[config.mk]
export PLATFORM = sky130hd
export DESIGN_NAME = counter_monitor
export DESIGN_NICKNAME = d
export VERILOG_FILES = /design/src/rtl/counter_monitor_pkg.sv /design/src/rtl/counter_monitor_decode.sv /design/src/rtl/counter_monitor.sv
export SDC_FILE = /design/constraint.sdc
export NUM_CORES = 1
export LEC_CHECK = 0
export CELL_PAD_IN_SITES_DETAIL_PLACEMENT = 0
export CELL_PAD_IN_SITES_GLOBAL_PLACEMENT = 1
export CORE_UTILIZATION = 38
export CTS_BUF_LIST = sky130_fd_sc_hd__clkbuf_16
export DETAILED_ROUTE_END_ITERATION = 12
export PLACE_DENSITY = 0.84
export SYNTH_ARGS = -nofsm -noshare
export SYNTH_HDL_FRONTEND = slang
export SYNTH_SLANG_ARGS = --single-unit
export TNS_END_PERCENT = 50
[constraint.sdc]
create_clock -name clk -period 2.4 [get_ports clk]
set_clock_uncertainty 0.15 [all_clocks]
set_input_delay 0.48 -clock clk [delete_from_list [all_inputs] [get_ports clk]]
set_output_delay 0.48 -clock clk [all_outputs]
set_load 0.03 [all_outputs]
[src/rtl/counter_monitor_pkg.sv]
// Shared types and helpers for the mod-N counter sequence monitor.
package counter_monitor_pkg;

  localparam int CODE_W = 3;

  typedef enum logic [1:0] {
    SEARCH  = 2'd0,
    ACQUIRE = 2'd1,
    LOCKED  = 2'd2
  } state_e;

  // Value a healthy mod-n counter shows one sample after prev.
  function automatic logic [CODE_W-1:0] next_count(input logic [CODE_W-1:0] prev,
                                                   input int unsigned       n);
    if (prev == CODE_W'(n - 1)) return '0;
    return prev + CODE_W'(1);
  endfunction

endpackage

[src/rtl/counter_monitor_decode.sv]
// Combinational decode of the observed 3-bit code into one-hot[N] plus range flag.
module counter_monitor_decode
  import counter_monitor_pkg::*;
#(
  parameter int N = 5
) (
  input  logic [CODE_W-1:0] v,
  output logic [N-1:0]      onehot,
  output logic              in_range
);

  always_comb begin
    in_range = (int'(v) < N);
    for (int i = 0; i < N; i++) begin
      onehot[i] = (int'(v) == i);
    end
  end

endmodule

[src/rtl/counter_monitor.sv]
// Sequence checker for a mod-N counter: lock/err/wrap flags, one-hot decode.
// Optional saturating error counter enabled by COUNTER_MONITOR_ERRCNT_EN.
module counter_monitor
  import counter_monitor_pkg::*;
#(
  parameter int N        = 5,
  parameter int LOCK_CNT = 2,
  parameter int ERRW     = 8
) (
  input  logic            clk,
  input  logic            reset,
  input  logic            Q0,
  input  logic            Q1,
  input  logic            Q2,
  output logic            locked,
  output logic            err,
  output logic            wrap,
  output logic [N-1:0]    onehot,
  output logic [ERRW-1:0] err_count
);

  logic [CODE_W-1:0] v;
  logic [N-1:0]      dec_onehot;
  logic              in_range;

  state_e            state_q, state_d;
  logic [CODE_W-1:0] prev_q;
  logic [3:0]        gcnt_q, gcnt_d, gcnt_inc;
  logic              locked_q, locked_d;
  logic              err_q, err_d;
  logic              wrap_q, wrap_d;
  logic [N-1:0]      onehot_q;
  logic              good, is_zero;

  assign v = {Q2, Q1, Q0};

  counter_monitor_decode #(.N(N)) u_decode (
    .v        (v),
    .onehot   (dec_onehot),
    .in_range (in_range)
  );

  always_comb begin
    state_d  = state_q;
    gcnt_d   = gcnt_q;
    err_d    = 1'b0;
    wrap_d   = 1'b0;
    good     = (v == next_count(prev_q, N));
    is_zero  = (v == '0);
    gcnt_inc = gcnt_q + 4'd1;

    // Out-of-range codes override any step judgement.
    if (!in_range) begin
      err_d   = 1'b1;
      state_d = SEARCH;
      gcnt_d  = '0;
    end else begin
      unique case (state_q)
        SEARCH: begin
          if (is_zero) begin
            state_d = ACQUIRE;
            gcnt_d  = '0;
          end
        end
        ACQUIRE: begin
          if (good) begin
            gcnt_d = gcnt_inc;
            if (gcnt_inc == 4'(LOCK_CNT)) state_d = LOCKED;
          end else if (is_zero) begin
            gcnt_d = '0;
          end else begin
            state_d = SEARCH;
            gcnt_d  = '0;
          end
        end
        LOCKED: begin
          // A good step landing on 0 can only be the N-1 -> 0 wrap.
          if (good) begin
            wrap_d = is_zero;
          end else begin
            err_d   = 1'b1;
            state_d = SEARCH;
            gcnt_d  = '0;
          end
        end
        default: begin
          state_d = SEARCH;
          gcnt_d  = '0;
        end
      endcase
    end

    locked_d = (state_d == LOCKED);
  end

  always_ff @(posedge clk or posedge reset) begin
    if (reset) begin
      state_q  <= SEARCH;
      prev_q   <= '0;
      gcnt_q   <= '0;
      locked_q <= 1'b0;
      err_q    <= 1'b0;
      wrap_q   <= 1'b0;
      onehot_q <= '0;
    end else begin
      state_q  <= state_d;
      prev_q   <= v;
      gcnt_q   <= gcnt_d;
      locked_q <= locked_d;
      err_q    <= err_d;
      wrap_q   <= wrap_d;
      onehot_q <= dec_onehot;
    end
  end

  assign locked = locked_q;
  assign err    = err_q;
  assign wrap   = wrap_q;
  assign onehot = onehot_q;

`ifdef COUNTER_MONITOR_ERRCNT_EN
  logic [ERRW-1:0] errcnt_q, errcnt_d;

  function automatic logic [ERRW-1:0] sat_inc(input logic [ERRW-1:0] c);
    if (&c) return c;
    return c + ERRW'(1);
  endfunction

  assign errcnt_d = err_d ? sat_inc(errcnt_q) : errcnt_q;

  always_ff @(posedge clk or posedge reset) begin
    if (reset) errcnt_q <= '0;
    else       errcnt_q <= errcnt_d;
  end

  assign err_count = errcnt_q;
`else
  assign err_count = '0;
`endif

endmodule

==> impl_metrics.sql <==
INSERT INTO impl_metrics (metric_group, metric, value, unit) VALUES
('status', 'status', 'completed', ''),
('floorplanning', 'pin_count', '21', ''),
('place', 'place_worst_setup_slack', '0.0137', 'ns'),
('sta', 'layout_worst_path_cycle_share', '88.5', '%'),
('finish', 'multi_input_area', '477', 'sq um'),
('sta', 'timing.final.setup_violations', '0', ''),
('global_routing', 'grt_pass1_vias', '646', ''),
('worst_setup_path', 'cp_max_fo', '11', ''),
('finish', 'sequential_cell_area', '425', 'sq um'),
('place', 'detailed_place.area', '0.00111', 'sq mm'),
('route', 'drt_iter0_markers', '18', ''),
('cts', 'root_buffer', 'sky130_fd_sc_hd__clkbuf_16', ''),
('global_routing', 'grt_antenna_before_repair', '0', ''),
('global_routing', 'globalRouteOverflowTotal', '0', ''),
('yosys', 'ys.warnings.count', '0', ''),
('hold_path', 'worstHoldPathType', 'reg -> reg', ''),
('route', 'drt-total-wl', '1690', 'um'),
('worst_setup_path', 'cp_data_arrival_time', '2.10', 'ns'),
('yosys', 'postSynthCellCount', '96', ''),
('sta', 'final_max_tran_viols', '0', ''),
('floorplanning', 'dieWidth', '53.0', 'um'),
('power_and_ir_drop', 'leak_pwr', '0.544', 'nW'),
('finish', 'finalInstanceArea', '0.00119', 'sq mm'),
('cts', 'worst_skew_pair.late_latency', '0.24', 'ns'),
('floorplanning', 'design.die.area', '0.00281', 'sq mm'),
('cts', 'postCtsSetupRepairBufs', '0', ''),
('yosys', 'ys_ff_latch', '17', ''),
('cts', 'numCtsBuffers', '3', ''),
('sta', 'totalNegativeSetupSlack', '0', 'ns'),
('yosys', 'synth_top_cell_by_area', 'sky130_fd_sc_hd__dfrtp_1', ''),
('floorplanning', 'initial_standard_cell_utilization_of_the_core', '39.9', '%'),
('sta', 'slew_headroom', '58.9', '%'),
('yosys', 'mappedNetlistArea', '990', 'sq um'),
('cts', 'post_cts_hold_fix_bufs', '0', ''),
('route', 'route.detailed.wl_per_inst', '12.0', 'um'),
('sta', 'grt_setup_unrepaired', 'false', ''),
('finish', 'insertedDiodeCount', '0', ''),
('sta', 'period_needed', '2.12', 'ns'),
('global_routing', 'first_pass_grt_wire_length', '2860', 'um'),
('worst_setup_path', 'classification_of_the_worst_setup_path', 'in -> reg', ''),
('floorplanning', 'std_cell_rows', '18', ''),
('cts', 'clk_transition_reported_paths', '0.05', 'ns'),
('yosys', 'post_synth_num_cell_types', '34', ''),
('place', 'dp_cells', '137', ''),
('cts', 'cts.sinks', '17', ''),
('cts', 'tritoncts_clock_tree', 'done', ''),
('route', 'drt_pre_antenna_iters', '8', ''),
('place', 'gp_congestion', '0.763', ''),
('cts', 'cts_max_path_buffers', '2', ''),
('floorplanning', 'dieHeight', '53.0', 'um'),
('power_and_ir_drop', 'power_per_cell_area', '624', 'mW/mm^2'),
('sta', 'post-route-worst-setup-slack', '0.276', 'ns'),
('job', 'drv.max_cap_violation_count', '0', ''),
('sta', 'max_freq', '471', 'MHz'),
('global_routing', 'grt_start_max_net_pins', '18', ''),
('yosys', 'synth_top_cells_by_area', 'sky130_fd_sc_hd__dfrtp_1 (43%), sky130_fd_sc_hd__buf_4 (6.1%), sky130_fd_sc_hd__ha_1 (5.1%)', ''),
('global_routing', 'globalRouteTotalUtil', '14.5', '%'),
('sta', 'tightestPinTransition', '0.616', 'ns'),
('cts', 'ctsHtreeMaxLevel', '1', ''),
('floorplanning', 'core_area', '0.00248', 'sq mm'),
('worst_setup_path', 'cp-start-kind', 'primary input', ''),
('route', 'avgViaCountPerCell', '4.88', ''),
('sta', 'hold_viol', '0', ''),
('finish', 'layout.nets', '121', ''),
('finish', 'fillerInstances', '249', ''),
('finish', 'area_growth_syn_to_layout', '20.0', '%'),
('worst_setup_path', 'crit_path_end_kind', 'register', ''),
('yosys', 'share_of_synthesized_area_occupied_by_flip_flops_and_latches', '43.0', '%'),
('yosys', 'synth_ff_type', 'sky130_fd_sc_hd__dfrtp_1', ''),
('finish', 'fraction_of_layout_cells_with_a_size_suffix_above_1', '9.91', '%'),
('route', 'route.detailed.drc', '0', ''),
('cts', 'post_cts.resized_instances', '0', ''),
('yosys', 'syn_area_per_cell', '10.3', 'sq um'),
('place', 'port_buffers', '12', ''),
('yosys', 'synthArstFlopShare', '100', '%'),
('yosys', 'synth_top_area_share', '43.0', '%'),
('route', 'postRouteAntennaNets', '0', ''),
('sta', 'worst_hold_slack', '0.416', 'ns'),
('place', 'post_dp_hpwl', '1320', 'um'),
('finish', 'layoutNonFillerInstCount', '141', ''),
('worst_setup_path', 'cp.required', '2.38', 'ns'),
('route', 'via_count', '688', ''),
('power_and_ir_drop', 'worst_ir_drop_vdd', '0.361', 'mV'),
('yosys', 'post_synth_edffs', '0', '');
final cells by class:
| class | count | share of cell area, % |
|---|---|---|
| multi-input cells | 68 | 40.1 |
| flip-flops and latches | 17 | 35.8 |
| clock inverters | 1 | 0.316 |
| inverters | 7 | 2.21 |
| repair buffers | 15 | 12.0 |
| well taps | 30 | 3.16 |
| clock buffers | 3 | 6.32 |
cells in the mapped netlist, types with 2 or more instances:
cell type	count
sky130_fd_sc_hd__dfrtp_1	17
sky130_fd_sc_hd__buf_4	8
sky130_fd_sc_hd__inv_1	7
sky130_fd_sc_hd__nand2_1	6
sky130_fd_sc_hd__nor2_1	6
sky130_fd_sc_hd__ha_1	4
sky130_fd_sc_hd__a21oi_1	3
sky130_fd_sc_hd__a22oi_1	3
sky130_fd_sc_hd__mux2i_1	3
sky130_fd_sc_hd__nand2b_1	3
sky130_fd_sc_hd__nand3_1	3
sky130_fd_sc_hd__o21ai_0	3
sky130_fd_sc_hd__a41o_1	2
sky130_fd_sc_hd__buf_6	2
sky130_fd_sc_hd__nor2b_1	2
sky130_fd_sc_hd__nor3b_1	2
sky130_fd_sc_hd__o21ai_1	2
sky130_fd_sc_hd__o2bb2ai_1	2
sky130_fd_sc_hd__xnor2_1	2
sky130_fd_sc_hd__xor2_1	2
worst max-delay path, stage by stage:
cell and delay, ns:
sky130_fd_sc_hd__clkdlybuf4s50_1 0.62, sky130_fd_sc_hd__nor4bb_2 0.41, sky130_fd_sc_hd__a41oi_2 0.09, sky130_fd_sc_hd__o31ai_4 0.14
sky130_fd_sc_hd__nand3_1 0.13, sky130_fd_sc_hd__a32o_1 0.23
cell usage in the layout, fill, tap and decap left out, drive strengths merged, types with 2 or more instances in the layout:
| cell type | netlist | final |
|---|---|---|
| a22oi | 3 | 3 |
| inv | 7 | 8 |
| nor3b | 2 | 2 |
| a21oi | 3 | 3 |
| clkbuf | 0 | 3 |
| mux2i | 3 | 3 |
| ha | 4 | 4 |
| nor2b | 2 | 2 |
| o2bb2ai | 2 | 2 |
| a41o | 2 | 2 |
| xnor2 | 2 | 2 |
| buf | 11 | 3 |
| nand3 | 3 | 3 |
| conb | 1 | 8 |
| clkdlybuf4s50 | 0 | 12 |
| nor4b | 2 | 2 |
| o21ai | 5 | 5 |
| dfrtp | 17 | 17 |
| xor2 | 2 | 2 |
| nor2 | 6 | 6 |
| nand2b | 3 | 3 |
| nand2 | 7 | 7 |
path summary, 6_finish.rpt:
kind	from	to	slack, ns	cells after the start
max in group asynchronous	reset	state_q[1]$_DFF_PP0_	1.24	2
setup reg to reg	prev_q[0]$_DFF_PP0_	gcnt_q[3]$_DFFE_PP0P_	0.29	7
setup / recovery	Q0	state_q[0]$_DFF_PP0_	0.28	6
hold / removal	gcnt_q[1]$_DFFE_PP0P_	gcnt_q[1]$_DFFE_PP0P_	0.42	1
hold reg to reg	gcnt_q[1]$_DFFE_PP0P_	gcnt_q[1]$_DFFE_PP0P_	0.42	1
min in group asynchronous	reset	state_q[0]$_DFF_PP0_	0.47	2
layer usage:
metal | GRT usage, % | part of all wire [%] | vias to the layer above
met2 | 23.8 | 46 | 23
met4 | 5.26 | 0 | 0
li1 | - | - | 347
met1 | 18.8 | 49 | 318
met5 | 0 | 0 | -
met3 | 2.59 | 4.3 | 0
per-stage QoR:
| step | total power, mW | utilization (%) |
|---|---|---|
| 3_3_place_gp | 0.416 | 44.7 |
| 4_1_cts | 0.744 | 47.9 |
| 2_1_floorplan | 0.400 | - |
| 3_5_place_dp | 0.419 | 44.7 |
| 5_1_grt | 0.766 | 47.9 |
| 6_report | 0.740 | 47.9 |
power by group:
part | internal, mW | total [mW] | switching, mW
Clock | 0.221 | 0.326 | 0.105
Combinational | 0.0412 | 0.114 | 0.0723
Sequential | 0.295 | 0.301 | 0.00524
cells by family (layout without fill, tap and decap cells):
logic type / after synthesis / after routing / share of synthesized area [%]
buf+inv: 18 / 26 / 11.5
flops: 17 / 17 / 43.0
simple gates: 30 / 30 / 17.8
other cells: 1 / 8 / 0.379
compound gates: 19 / 19 / 15.7
fa+ha+maj: 4 / 4 / 5.06
mux: 3 / 3 / 3.03
xor+xnor: 4 / 4 / 3.54
registers in the layout, indices dropped and copies added, names as in the netlist:
| register | count |
|---|---|
| state_q | 2 |
| locked | 1 |
| wrap | 1 |
| prev_q | 3 |
| err | 1 |
| gcnt_q | 4 |
| onehot | 5 |
Note: power is estimated with default switching activity, not from simulation.
